**config.mk**
```make
export PLATFORM = sky130hd
export DESIGN_NAME = turn_scheduler
export DESIGN_NICKNAME = d
export VERILOG_FILES = /design/src/rtl/turn_scheduler.sv
export SDC_FILE = /design/constraint.sdc
export NUM_CORES = 1
export LEC_CHECK = 0
export ABC_AREA = 0
export BUFFER_PORTS_ARGS = -buffer_cell sky130_fd_sc_hd__buf_4
export CAP_MARGIN = 10
export CORE_MARGIN = 2
export CORE_UTILIZATION = 34
export DETAILED_ROUTE_END_ITERATION = 10
export PLACE_DENSITY = 0.56
export SYNTH_ARGS = -nofsm -noshare
export SYNTH_HDL_FRONTEND = slang
export SYNTH_SLANG_ARGS = --single-unit
```
**constraint.sdc**
```tcl
create_clock -name clk -period 6.1 [get_ports clk]
set_clock_uncertainty 0.15 [all_clocks]
set_input_delay 1.525 -clock clk [delete_from_list [all_inputs] [get_ports clk]]
set_output_delay 1.525 -clock clk [all_outputs]
set_load 0.05 [all_outputs]
```
**src/rtl/turn_scheduler.sv**
```systemverilog
// Two-player turn arbiter for the artillery game.
// Passes keyboard codes to the player whose turn it is and runs each turn
// through aim window, bomb flight, settle delay and hand-over.
// All outputs come straight from registers; nothing is combinational from inputs.
module turn_scheduler #(
   parameter int         TURN_FRAMES    = 600,
   parameter int         FLIGHT_TIMEOUT = 480,
   parameter int         SETTLE_FRAMES  = 60,
   parameter logic [7:0] START_KEY      = 8'h28
) (
   input  logic       clk,
   input  logic       reset,
   input  logic       frame_tick,
   input  logic [7:0] keycode,
   input  logic [1:0] bomb_active,
   output logic [7:0] key_p0,
   output logic [7:0] key_p1,
   output logic       active,
   output logic [2:0] state,
   output logic [9:0] timer,
   output logic [7:0] turn_count
);

   // Flight counter only has to reach FLIGHT_TIMEOUT-1.
   localparam int FW = (FLIGHT_TIMEOUT > 2) ? $clog2(FLIGHT_TIMEOUT) : 1;

   typedef enum logic [2:0] {
      IDLE   = 3'd0,
      AIM    = 3'd1,
      FLIGHT = 3'd2,
      SETTLE = 3'd3,
      SWITCH = 3'd4
   } state_t;

   state_t          state_reg, state_next;
   logic            active_reg, active_next;
   logic [7:0]      key_p0_reg, key_p0_next;
   logic [7:0]      key_p1_reg, key_p1_next;
   logic [9:0]      timer_reg, timer_next;
   logic [7:0]      turn_reg, turn_next;
   logic [FW-1:0]   flight_reg, flight_next;

   logic            own_bomb;
   logic [9:0]      timer_dec;

   // Register bank; low reset forces everything back to the idle game state.
   always_ff @(posedge clk or negedge reset) begin
      if (!reset) begin
         state_reg  <= IDLE;
         active_reg <= 1'b0;
         key_p0_reg <= 8'h00;
         key_p1_reg <= 8'h00;
         timer_reg  <= 10'd0;
         turn_reg   <= 8'd0;
         flight_reg <= '0;
      end else begin
         state_reg  <= state_next;
         active_reg <= active_next;
         key_p0_reg <= key_p0_next;
         key_p1_reg <= key_p1_next;
         timer_reg  <= timer_next;
         turn_reg   <= turn_next;
         flight_reg <= flight_next;
      end
   end

   // Next-state, key gating, timer and counter updates for the turn sequence.
   always_comb begin
      state_next  = state_reg;
      active_next = active_reg;
      key_p0_next = 8'h00;
      key_p1_next = 8'h00;
      timer_next  = timer_reg;
      turn_next   = turn_reg;
      flight_next = flight_reg;

      // Only the current player's bomb matters; the other bit is ignored.
      own_bomb  = bomb_active[active_reg];
      // Frame-paced countdown that can never wrap below zero.
      timer_dec = (frame_tick && (timer_reg != 10'd0)) ? (timer_reg - 10'd1) : timer_reg;

      case (state_reg)
         IDLE: begin
            if (keycode == START_KEY) begin
               state_next  = AIM;
               active_next = 1'b0;
               timer_next  = 10'(TURN_FRAMES);
            end
         end

         AIM: begin
            // Keys reach only the player on turn, one clock late.
            if (active_reg)
               key_p1_next = keycode;
            else
               key_p0_next = keycode;
            timer_next = timer_dec;
            // A launch beats a simultaneous aim-window expiry.
            if (own_bomb) begin
               state_next  = FLIGHT;
               timer_next  = 10'd0;
               flight_next = '0;
            end else if (frame_tick && (timer_reg == 10'd1)) begin
               state_next = SWITCH;
            end
         end

         FLIGHT: begin
            if (frame_tick)
               flight_next = flight_reg + 1'b1;
            // Leave when the bomb resolves, or force an exit if it never does.
            if (!own_bomb ||
                (frame_tick && (flight_reg == FW'(FLIGHT_TIMEOUT - 1)))) begin
               state_next = SETTLE;
               timer_next = 10'(SETTLE_FRAMES);
            end
         end

         SETTLE: begin
            timer_next = timer_dec;
            if (frame_tick && (timer_reg <= 10'd1)) begin
               state_next = SWITCH;
               timer_next = 10'd0;
            end
         end

         SWITCH: begin
            active_next = ~active_reg;
            turn_next   = (turn_reg == 8'hFF) ? turn_reg : (turn_reg + 8'd1);
            timer_next  = 10'(TURN_FRAMES);
            state_next  = AIM;
         end

         default: begin
            state_next = IDLE;
            timer_next = 10'd0;
         end
      endcase
   end

   assign key_p0     = key_p0_reg;
   assign key_p1     = key_p1_reg;
   assign active     = active_reg;
   assign state      = state_reg;
   assign timer      = timer_reg;
   assign turn_count = turn_reg;

endmodule

```
; ---- Word-level counts from Yosys, hierarchy flattened
; Index checks and enable logic that the tools add are counted.
[totals]
register_bits = 47
inputBits = 13
out_inout_bits = 38
word_cells = 66
[op_classes]
addsub = 3
n_lt_le_gt_ge = 2
eq_ne = 14
muxes = 23
bitwise = 2
reduce_logical = 15
[op_table]
columns = cell, n
row1 = two-way mux 10 bit, 5
row2 = case mux 10 bit (5 select lines), 1
row3 = two-way mux 8 bit, 4
row4 = two-way mux 9 bit, 2
row5 = case mux 9 bit (2 select lines), 1
row6 = two-way mux 3 bit, 5
row7 = case mux 3 bit (5 select lines), 1
row8 = == test 10 x 1 -> 1 bit (second input constant), 1
row9 = <= comparator 10 x 1 -> 1 bit (second input constant), 1
row10 = != test 2 bit (second input constant), 5
row11 = nonzero test 10 bit, 1
row12 = subtractor 10 x 1 -> 10 bit (second input constant), 1
row13 = adder 9 x 1 -> 9 bit (second input constant), 1
row14 = == test 9 bit (second input constant), 1
row15 = adder 8 x 1 -> 8 bit (second input constant), 1
row16 = == test 8 x 6 -> 1 bit (second input constant), 1
row17 = == test 8 bit (second input constant), 1
row18 = == test 3 x 2 -> 1 bit (second input constant), 2
row19 = AND reduction 2 bit, 3
row20 = logical AND 1 bit, 4
row21 = AND reduction 4 bit, 1
row22 = nonzero test 2 bit, 2
row23 = == test 3 x 1 -> 1 bit (second input constant), 1
row24 = == test 3 bit (second input constant), 1
row25 = other kinds (9), 12

; ---- Longest topological paths before layout
[logic_depth]
ltp_word = 6
mapped_depth = 8
depth_no_buf = 7

; ---- Least setup slack after synthesis
; No wires, ideal clock.
[synth_timing]
kind = input port to flip-flop
from = input port frame_tick
to = register timer_reg[9] (netlist: timer[9])
setup_ns = 0.121
t_arrival_ns = 2.783
t_required_ns = 5.829
setup_slack_ns = 3.046
cell_stages = 6
n_path_buf = 1
path_cell_list = or4b_4 -> nor4_4 -> o21a_2 -> buf_6 -> o21ai_2 -> a22o_1
[synth_between]
elab_chain_len = 4
elab_cells_between_ends = 10
cone_classes = eq/ne: 1 / mux: 4 / reduce/logical: 5
[synth_lines]
columns = element, line_no
row1 = from (decl), 13  ; input logic frame_tick,
row2 = "logical AND 1 bit, on equally long branches", "80, 113"
row3 = two-way mux 10 bit or logical OR 1 bit (tied branches), "80, 112"
row4 = "two-way mux 10 bit, or another cell as far along", 121  ; if (frame_tick && (timer_reg <= 10'd1)) begin
row5 = case mux 10 bit (5 select lines) or AND reduction 2 bit (tied branches), -
row6 = to (signal assigned), 61  ; timer_reg <= timer_next;
row7 = to (decl), 39  ; logic [9:0] timer_reg, timer_next;
; Several ways; a longest one is shown, not always the timed one.
; A chain may end at the register's enable or synchronous reset.

; ---- Worst setup path in the final report
[layout_timing]
from = input port frame_tick
to = register timer_reg[5] (netlist: timer[5])
; The elaborated chain is that of the path after synthesis.

==> qor.log <==
qor: layout.diode_insertion_count_for_antenna_repair 0
qor: setup_path.rrSetupSlack 3.57 ns
qor: detailed_routing.wire_per_inst 15.1 um
qor: setup_path.timing_worst_setup_path_type input pin to register
qor: detailed_routing.top_signal_layer_used met4
qor: detailed_routing.route.met2.wl 2430 um
qor: die.core.rowCount 30
qor: logic_synthesis.yosysWarningCount 0
qor: global_routing.vias_in_the_first_global_route 1814
qor: timing.slew_violations 0
qor: die.dieWidth 87.0 um
qor: layout.finish.instance_area 2900 um^2
qor: detailed_routing.via_count 1854
qor: layout.num-nets-final 289
qor: pwr.totalPowerFinal 1.34 mW
qor: die.die_area 7580 um^2
qor: detailed_routing.dr_wl_met3 302 um
qor: setup_path.worst_setup_sp frame_tick
qor: detailed_routing.routedLengthMet1 2550 um
qor: global_routing.globalRoute.totalOverflow 0
qor: logic_synthesis.syn_area_per_cell 10.6 um^2
qor: logic_synthesis.ys_dominant_reg_cell dfrtp_1
qor: layout.largest_register_ff_count 10
qor: detailed_routing.drc 0
qor: timing.post-route-period-util 0.513
qor: detailed_routing.drt_iter0_drc 105
qor: run_status.outcome finished clean
qor: logic_synthesis.asyncSetResetFlopFracSynth 1.00
qor: logic_synthesis.yosysUniqueCellTypes 52
qor: setup_path.crit_end timer[5]
qor: global_routing.pin_count_of_the_biggest_net_entering_global_routing 48
qor: pwr.cellPowerDensity 461 nW/um^2
qor: setup_path.worstReg2RegStart state[0]
qor: global_routing.grt_first_pass_wirelength 8910 um
qor: die.core_region_area 6720 um^2
qor: setup_path.regToRegEndpoint flight_reg[7]
qor: layout.post_route_cells_drive_above_1_share 0.264
qor: placement.place.port_buffers 50
qor: logic_synthesis.mapped_area 2340 um^2
qor: timing.slew_headroom 0.540
qor: min_path.holdCritPathClass register to register
qor: logic_synthesis.netlist_instances 222
qor: detailed_routing.postRouteWirelength 5330 um
qor: detailed_routing.routed_via_density 5.25
qor: clock_tree.post-cts-setup-buffers 0
qor: clock_tree.post_cts.resized_instances 0
qor: timing.hold_slack 0.370 ns
qor: setup_path.critical_path_peak_fanout 14
qor: die.design.portCount 51
qor: global_routing.grt_antenna_before_repair 0
qor: min_path.hold_path_startpoint turn_count[6]
qor: clock_tree.cts.root.buffer_cell clkbuf_8
qor: setup_path.worst_ep_arrival_time 3.17 ns
qor: timing.max_freq 320 MHz
qor: logic_synthesis.synth_enable_flop_cells 0
qor: logic_synthesis.synth.net_count 239
qor: pwr.p_leak 1.39 nW
qor: logic_synthesis.synth-seq-cells 47
qor: clock_tree.insertion_delay 0.31 ns
qor: flow_run.cap_viol_max_count 0
qor: timing.totalNegativeSetupSlack 0 ns
qor: die.floorplan.die.height 87.0 um
qor: global_routing.track_usage 0.146
qor: timing.final-hold-violation-count 0
qor: placement.routabilityCongestion 0.759
qor: die.initial_core_util 0.349
qor: detailed_routing.ant_nets 0
qor: setup_path.endpoint_required_time_on_the_critical_path 6.14 ns
qor: clock_tree.cts_tree done
qor: setup_path.setup.worst_path.start_class input pin
qor: layout.synthToLayoutAreaGrowth 23.5%
qor: clock_tree.hold_fix_buffers_cts 0
qor: placement.dpl-instance-area 2780 um^2
qor: timing.rsz0062_at_grt false
qor: timing.finalWorstPathRequiredPeriod 3.13 ns
qor: clock_tree.clockBufferDepth 2
qor: clock_tree.cts_buffers 5
qor: layout.fin_util 0.431
qor: placement.dpl.hpwl 3770 um
qor: pwr.ir_worst_vdd 150 uV
qor: clock_tree.ctsHtreeMaxLevel 2
qor: logic_synthesis.synth-seq-area-share 0.502
qor: detailed_routing.number_of_optimization_iterations_in_the_first_detailed_route_pass 4
qor: setup_path.depth_of_the_worst_register_to_register_path 5
qor: setup_path.setup.worst_path.end_class register
qor: timing.tightestPinTransition 0.690 ns
qor: clock_tree.tritoncts_num_sinks 47
qor: clock_tree.cts.reportedPaths.clkPinSlew 0.10 ns
qor: timing.setup_viol 0
-- metrics by stage --
step	worst slack [ns]	cells
after global placement	2.68	345
after global routing	2.86	353
after floorplan	3.05	222
final	2.97	353
after CTS	2.98	353
after detailed placement	2.64	345
-- worst min path at each step --
stage	end	slack [ns]	depth (start not counted)
after global placement	turn_count[6]	0.34	1
after CTS	turn_count[6]	0.37	1
after detailed placement	turn_count[7]	0.36	1
after global routing	turn_count[7]	0.38	1
final	turn_count[6]	0.37	1
after floorplan	flight_reg[1]	0.34	1
-- layout by cell type, fill, tap and decap left out, types with 3 or more instances in the layout --
cell type   n
nand2_1    12
o211a_1     3
nand4_1     4
inv_1       5
xor2_1      4
and2_1      8
ha_1        4
buf_4      50
clkbuf_8    5
dfrtp_1    47
a21o_1      3
mux2_2      4
o21ai_1     3
xnor2_1     9
a21oi_1    10
and3_1     10
o21ai_0     7
nor4_1      4
nor3_1      7
nor2_1     21
nand2b_1    3
a22o_1      4
nand3_1     3
-- final cells by class --
type,instances,area (um^2)
multi-input combinational,163,1110
clock inverter,3,46.3
clock buffer,5,68.8
sequential,47,1180
fill,641,3820
tap,80,100
inverter,5,18.8
timing repair buffer,50,375
-- critical path, cell delays in order --
cell and delay, ns:
buf_4 0.13, nand4b_1 0.09, or4_1 0.43, a32oi_2 0.62
o21ai_1 0.15, a32o_1 0.23
-- kinds of logic after synthesis --
family,Yosys count,share of synthesized area
flops,47,0.502
buf+inv,12,0.0245
simple gates,94,0.239
mux,6,0.0277
fa+ha+maj,4,0.0213
compound gates,46,0.138
xor+xnor,13,0.0486
-- cells in the mapped netlist (all sizes together), types with 3 or more instances --
master	instances	area, um^2
nand2b	3	18.8
buf	3	23.8
nor3	7	35.0
mux2	4	45.0
clkbuf	4	15.0
nand3	3	15.0
nor4	5	46.3
nor2	21	78.8
xnor2	9	78.8
a22o	4	35.0
nand2	12	45.0
o21a	3	23.8
o21ai	11	58.8
nand4	4	25.0
a21o	3	22.5
o211a	3	30.0
and2	8	50.1
inv	5	18.8
xor2	4	35.0
a21oi	10	50.1
and3	10	62.6
ha	4	50.1
dfrtp	47	1180
-- routing by layer --
| metal | vias up | GRT usage |
|---|---|---|
| met5 | - | 0 |
| met4 | 0 | 0.0313 |
| met3 | 4 | 0.0332 |
| met2 | 50 | 0.238 |
| met1 | 892 | 0.199 |
| li1 | 908 | - |
-- power by group --
part,leakage (nW),switching [mW],internal [mW]
sequential,0.628,0.0951,0.371
clock,0.0548,0.111,0.124
combinational,0.704,0.405,0.231
total,1.39,0.611,0.725
(Power assumes the default switching activity.)
